**config.mk**
```make
export PLATFORM = sky130hd
export DESIGN_NAME = ram_arbiter
export DESIGN_NICKNAME = d
export VERILOG_FILES = /design/src/rtl/ram_arbiter_pkg.sv /design/src/rtl/ram_arbiter_rr_pick2.sv /design/src/rtl/ram_arbiter.sv
export SDC_FILE = /design/constraint.sdc
export NUM_CORES = 1
export LEC_CHECK = 0
export ABC_AREA = 1
export ABC_CLOCK_PERIOD_IN_PS = 6000
export BUFFER_PORTS_ARGS = -buffer_cell sky130_fd_sc_hd__buf_2
export CAP_MARGIN = 5
export CORE_MARGIN = 2
export CORE_UTILIZATION = 47
export CTS_CLUSTER_SIZE = 28
export DETAILED_ROUTE_END_ITERATION = 12
export PLACE_DENSITY_LB_ADDON = 0.05
export SYNTH_ARGS = -nofsm -noshare
export SYNTH_HDL_FRONTEND = slang
export SYNTH_SLANG_ARGS = --single-unit
```
**constraint.sdc**
```tcl
create_clock -name clk -period 6 [get_ports clk]
set_input_delay 1.2 -clock clk [delete_from_list [all_inputs] [get_ports clk]]
set_output_delay 1.2 -clock clk [all_outputs]
set_load 0.01 [all_outputs]
```
**src/rtl/ram_arbiter_pkg.sv**
```systemverilog
`default_nettype none
// ============================================================================
// Module   : ram_arbiter_pkg
// Purpose  : Shared definitions for the two-port RAM arbiter: FSM state
//            encoding, RAM depth and requester port identifiers.
// Ports    : none (package)
// Revision : 1.0 - initial release
// ============================================================================
package ram_arbiter_pkg;

  typedef enum logic [1:0] {
    ST_IDLE   = 2'd0,
    ST_ACCESS = 2'd1,
    ST_RESP   = 2'd2
  } state_t;

  localparam int RAM_DEPTH = 256;
  // Word-address bits that cover the RAM; default for the arbiter decode.
  localparam int c_RAM_ABITS = $clog2(RAM_DEPTH);

  localparam logic c_PORT0 = 1'b0;  // pipeline MEM stage
  localparam logic c_PORT1 = 1'b1;  // loader / debug requester

endpackage
`default_nettype wire

```
**src/rtl/ram_arbiter_rr_pick2.sv**
```systemverilog
`default_nettype none
// ============================================================================
// Module   : rr_pick2
// Purpose  : Two-way round-robin picker. A lone request wins outright; under
//            contention the port that was not granted last wins.
// Ports    : req[1:0]  - request vector (bit n = port n)
//            lastGrant - id of the port granted most recently
//            grantId   - id of the winning port (meaningless if req == 0)
// Revision : 1.0 - initial release
// ============================================================================
module rr_pick2
  import ram_arbiter_pkg::*;
(
  input  logic [1:0] req,
  input  logic       lastGrant,
  output logic       grantId
);

  always_comb begin
    grantId = c_PORT0;
    if (req == 2'b11) begin
      grantId = ~lastGrant;
    end else if (req[1]) begin
      grantId = c_PORT1;
    end
  end

endmodule
`default_nettype wire

```
**src/rtl/ram_arbiter.sv**
```systemverilog
`default_nettype none
// ============================================================================
// Module   : ram_arbiter
// Purpose  : Arbitrates two requesters onto one single-ported, combinational-
//            read data RAM. Each transaction takes IDLE -> ACCESS -> RESP,
//            i.e. one transaction per three cycles.
// Ports    : clk, reset            - clock, async active-high reset
//            req/we/addr/wdata{0,1}- requester inputs (held until ack)
//            ack/err/rdata{0,1}    - completion pulse, range error, read data
//            memRead, memWrite     - RAM strobes (ACCESS only)
//            addrIn, dataIn        - RAM address / write data (0 when idle)
//            dataOut               - RAM read data
//            busy                  - FSM not in IDLE
// Revision : 1.0 - initial release
// ============================================================================
module ram_arbiter
  import ram_arbiter_pkg::*;
#(
  parameter int ADDR_BITS = c_RAM_ABITS
) (
  input  logic        clk,
  input  logic        reset,
  input  logic        req0,
  input  logic        we0,
  input  logic [31:0] addr0,
  input  logic [31:0] wdata0,
  output logic        ack0,
  output logic        err0,
  output logic [31:0] rdata0,
  input  logic        req1,
  input  logic        we1,
  input  logic [31:0] addr1,
  input  logic [31:0] wdata1,
  output logic        ack1,
  output logic        err1,
  output logic [31:0] rdata1,
  output logic        memRead,
  output logic        memWrite,
  output logic [31:0] addrIn,
  output logic [31:0] dataIn,
  input  logic [31:0] dataOut,
  output logic        busy
);

  state_t      r_state;
  state_t      w_state_nxt;
  logic        r_id;
  logic        r_we;
  logic [31:0] r_addr;
  logic [31:0] r_wdata;
  logic        r_last;
  logic        r_err;
  logic [31:0] r_rdata0;
  logic [31:0] r_rdata1;

  logic        w_grant;
  logic        w_any_req;
  logic        w_in_range;

  rr_pick2 u_pick (
    .req       ({req1, req0}),
    .lastGrant (r_last),
    .grantId   (w_grant)
  );

  assign w_any_req  = req0 | req1;
  // Shift form stays valid even when ADDR_BITS covers the whole word.
  assign w_in_range = ((r_addr >> ADDR_BITS) == 32'd0);

  assign busy   = (r_state != ST_IDLE);
  assign rdata0 = r_rdata0;
  assign rdata1 = r_rdata1;

  // --------------------------------------------------------------------------
  // State register
  // --------------------------------------------------------------------------
  always_ff @(posedge clk or posedge reset) begin
    if (reset) begin
      r_state <= ST_IDLE;
    end else begin
      r_state <= w_state_nxt;
    end
  end

  // --------------------------------------------------------------------------
  // Next state and outputs. RAM bus is only driven for in-range accesses so
  // an erroneous request never touches the RAM.
  // --------------------------------------------------------------------------
  always_comb begin
    w_state_nxt = r_state;
    memRead     = 1'b0;
    memWrite    = 1'b0;
    addrIn      = 32'd0;
    dataIn      = 32'd0;
    ack0        = 1'b0;
    ack1        = 1'b0;
    err0        = 1'b0;
    err1        = 1'b0;
    case (r_state)
      ST_IDLE: begin
        if (w_any_req) begin
          w_state_nxt = ST_ACCESS;
        end
      end
      ST_ACCESS: begin
        w_state_nxt = ST_RESP;
        if (w_in_range) begin
          addrIn   = r_addr;
          memRead  = ~r_we;
          memWrite = r_we;
          dataIn   = r_we ? r_wdata : 32'd0;
        end
      end
      ST_RESP: begin
        w_state_nxt = ST_IDLE;
        if (r_id == c_PORT1) begin
          ack1 = 1'b1;
          err1 = r_err;
        end else begin
          ack0 = 1'b1;
          err0 = r_err;
        end
      end
      default: begin
        w_state_nxt = ST_IDLE;
      end
    endcase
  end

  // --------------------------------------------------------------------------
  // Request latch, round-robin history, error flag and per-port read data.
  // --------------------------------------------------------------------------
  always_ff @(posedge clk or posedge reset) begin
    if (reset) begin
      r_id     <= c_PORT0;
      r_we     <= 1'b0;
      r_addr   <= 32'd0;
      r_wdata  <= 32'd0;
      r_last   <= c_PORT1;  // port 0 wins the first contention
      r_err    <= 1'b0;
      r_rdata0 <= 32'd0;
      r_rdata1 <= 32'd0;
    end else begin
      case (r_state)
        ST_IDLE: begin
          if (w_any_req) begin
            r_id    <= w_grant;
            r_last  <= w_grant;
            r_we    <= (w_grant == c_PORT1) ? we1    : we0;
            r_addr  <= (w_grant == c_PORT1) ? addr1  : addr0;
            r_wdata <= (w_grant == c_PORT1) ? wdata1 : wdata0;
          end
        end
        ST_ACCESS: begin
          r_err <= ~w_in_range;
          if (!r_we) begin
            // An errored read clears the port's read data.
            if (r_id == c_PORT1) begin
              r_rdata1 <= w_in_range ? dataOut : 32'd0;
            end else begin
              r_rdata0 <= w_in_range ? dataOut : 32'd0;
            end
          end
        end
        default: begin
        end
      endcase
    end
  end

endmodule
`default_nettype wire

```
==> results.cfg <==
[clock_tree]
cts_buffer_depth = 2
cts.repair_timing.setup_buffer_count = 0
cts_root_buffer = sky130_fd_sc_hd__clkbuf_16
cts.sink_count = 134
holdBufCountCts = 0
cts-resized-gates = 0
clk-insertion-delay-late_ns = 0.41
cts_tree = done
cts_buffers = 17
worst_setup_hold_path_clk_slew_ns = 0.05
h-tree-depth = 4

[global_route]
grt_max_degree = 84
wire_length_of_the_first_global_routing_pass_um = 27600
grt_overflow = 0
grt_pass1_vias = 5485
number_of_antenna_violations_at_the_first_check_in_global_routing = 0
grt_use_total_pct = 24.8

[detailed_routing]
postRouteAntennaNets = 0
wl_per_cell_um = 14.6
drt_iter0_drc = 413
drc = 0
via_count = 5840
avgViaCountPerCell = 4.93
finalWirelength_um = 17300
drt-pass1-iter-count = 4

[floorplanning]
std_cell_rows = 41
die_h_um = 119
starting_density_of_the_core_pct = 48.6
dieWidth_um = 119
floorplan.die_area_um2 = 14100
design.portCount = 301
core_area_um2 = 12800

[power]
seq_power_share_pct = 40.3
p_int_mw = 2.36
share_comb_of_total_power_pct = 33.1
power.switching_mw = 1.30
p_total_mw = 3.67
max-vdd-ir-drop_mv = 0.240
static-leakage-power_nw = 4.55
part_of_the_total_power_dissipated_in_the_clock_network_pct = 26.6
cellPowerDensity_nw_per_um2 = 456
switching_share_pct = 35.5

[sta]
finClkSkew_ns = 0.00660
final-setup-viol-count = 0
tightestPinTransition_ns = 1.17
period_minus_slack_ns = 4.18
layout_worst_path_cycle_share_pct = 69.6
finalHoldWorstSlack_ns = 0.470
layout_setup_ws_ns = 1.82
grt_setup_unrepaired = false
drv_slew = 0
achievable-frequency_ghz = 0.239
fin_tns_setup_ns = 0
finalHoldViolations = 0
timing.max_slew.rel_slack_pct = 22.1

[worst_setup_path]
cp_cell_sequence = nor2_1, nand2_1, nor2_1, nand2_1, nor2_4, buf_4, nand3_2, nor2_1, buf_2
timing.setup.critical_path_class = register to primary output
r2r_setup_slack_ns = 3.57
crit_path_max_fanout = 67
worst_path_most_repeated_cell = sky130_fd_sc_hd__nor2_1
arrival_time_worst_endpoint_ns = 2.98
regToRegStartpoint = r_state[1]$_DFFE_PP0P_
timing.critical_path.from_type = register
rr_endpoint = r_wdata[6]$_DFFE_PP0P_
r2r_cells = 5
timing.critical_path.required_ns = 4.80
slowest_delay_ns = 0.66
worst_path_max_delay_cell = sky130_fd_sc_hd__nand3_2
worst_setup_path_end_kind = primary output

[synthesis]
post_synth_main_area_contributors = sky130_fd_sc_hd__dfrtp_1, sky130_fd_sc_hd__nand2_1, sky130_fd_sc_hd__nor2_1
post_synth_num_cell_types = 24
yosys-top-cells-count = sky130_fd_sc_hd__nand2_1, sky130_fd_sc_hd__dfrtp_1, sky130_fd_sc_hd__nor2_1
yosysTopAreaCellShare_pct = 53.6
synth_area_leader = sky130_fd_sc_hd__dfrtp_1
ys_async_sr_fraction_pct = 100
synth_top_flop_cell = sky130_fd_sc_hd__dfrtp_1
synth_area_per_cell_um2 = 8.25
synth_enable_flop_cells = 0
synth-warning-count = 0
synth_most_common_cell = sky130_fd_sc_hd__nand2_1
number_of_instances_in_the_synthesized_netlist = 753
ys_ff_latch = 134
register_area_share_after_synthesis_pct = 54.0
netlist_area_um2 = 6210

[cells_and_area]
area_occupied_by_registers_um2 = 3350
fraction_of_final_layout_cells_with_drive_strength_greater_than_1_pct = 31.8
diodes = 0
fin_nets = 1169
multi_input_area_um2 = 2310
nFillCells = 1204
design_area_um2 = 8050
area_growth_from_synthesis_to_layout_pct = 29.6

[placed_design]
dp.final_hpwl_um = 12100
post_dp_cell_area_um2 = 7490
gp_congestion = 0.853
dp_slack_ns = 2.29
buffer_ports.inserted = 276

[status]
run_status = complete, no violations

[worst_hold_path]
worst_hold_path.endpoint = rdata0[9]$_DFFE_PP0P_
min_path_cells = 2
hp-class = register to register
worst_hold_startpoint = rdata0[9]$_DFFE_PP0P_

[flow_run]
drv.max_cap_violation_count = 0
## critical path, delay by kind of cell, from the launching register on
family                 cells  cell delay [ns]
and+or+nand+nor            7             1.47
DFF                        1             0.38
buffers and inverters      2             0.70
## per-layer routing
metal | vias to the layer above | part of all wire (%) | global-route usage, % | wire length, um
met5 | - | 0 | 0 | 0
met4 | 0 | 2.0 | 9.67 | 342
met3 | 25 | 7.0 | 7.57 | 1210
met2 | 213 | 50 | 41.0 | 8650
met1 | 2724 | 41 | 30.6 | 7100
li1 | 2878 | - | - | -
## cell type report
type,instances,area share [%]
flip-flops and latches,134,41.7
inverters,49,2.35
multi-input cells,519,28.7
well taps,172,2.67
repair buffers,282,17.7
clock buffers,26,6.33
clock inverters,3,0.529
## cell families after synthesis
logic type	share of synthesized area, %
AO/OA/AOI/OAI	10.1
buffers and inverters	10.3
flip-flops	54.0
AND/OR/NAND/NOR	25.5
other	0.0604
## stage by stage
step                utilization, %  std cells
floorplan                        -        776
global placement              58.7       1156
detailed placement            58.7       1156
CTS                           63.0       1185
global route                  63.0       1185
finish                        63.0       1185
## state kept, by name, indices dropped and copies added, names as in the netlist
signal and flops:
r_state 2, r_we 1, r_addr 32, r_id 1, rdata1 32, r_last 1, r_err 1, rdata0 32
r_wdata 32
## cells in the final DEF (no fill, tap or decap)
cell / instances
sky130_fd_sc_hd__clkinvlp_4: 1
sky130_fd_sc_hd__a31oi_1: 24
sky130_fd_sc_hd__nand4_1: 1
sky130_fd_sc_hd__or2_4: 1
sky130_fd_sc_hd__dfstp_2: 1
sky130_fd_sc_hd__nand2_2: 3
sky130_fd_sc_hd__clkinv_2: 1
sky130_fd_sc_hd__buf_2: 276
sky130_fd_sc_hd__clkbuf_16: 17
sky130_fd_sc_hd__inv_6: 1
sky130_fd_sc_hd__buf_4: 6
sky130_fd_sc_hd__clkbuf_8: 5
sky130_fd_sc_hd__clkbuf_1: 4
sky130_fd_sc_hd__o21ai_0: 43
sky130_fd_sc_hd__o22ai_1: 41
sky130_fd_sc_hd__inv_1: 45
sky130_fd_sc_hd__conb_1: 24
sky130_fd_sc_hd__nand3_2: 1
sky130_fd_sc_hd__dfrtp_1: 133
sky130_fd_sc_hd__bufinv_16: 1
sky130_fd_sc_hd__inv_2: 3
sky130_fd_sc_hd__nand3_1: 64
sky130_fd_sc_hd__nor2_4: 5
sky130_fd_sc_hd__a21oi_1: 1
sky130_fd_sc_hd__nand2_1: 185
sky130_fd_sc_hd__nor2_1: 123
sky130_fd_sc_hd__nor3_1: 3
## power by group through the flow
stage          logic, mW  clock network, mW  registers, mW
3_5_place_dp        1.23                  0           1.49
4_1_cts             1.23              0.992           1.48
5_1_grt             1.37               1.03           1.52
3_3_place_gp        1.22                  0           1.47
2_1_floorplan      0.773                  0           1.54
6_report            1.22              0.975           1.48
## how the worst max path moves through the flow
stage,from,to,slack (ns),depth (start not counted)
after floorplan,reset,r_addr[0]$_DFFE_PP0P_,1.22,1
after global placement,r_addr[20]$_DFFE_PP0P_,dataIn[1],2.38,9
after detailed placement,r_addr[22]$_DFFE_PP0P_,dataIn[1],2.29,9
after CTS,r_addr[16]$_DFFE_PP0P_,dataIn[1],1.81,9
after global routing,r_addr[17]$_DFFE_PP0P_,dataIn[15],1.50,9
final,r_addr[16]$_DFFE_PP0P_,dataIn[1],1.82,9
(Power assumes the default switching activity.)
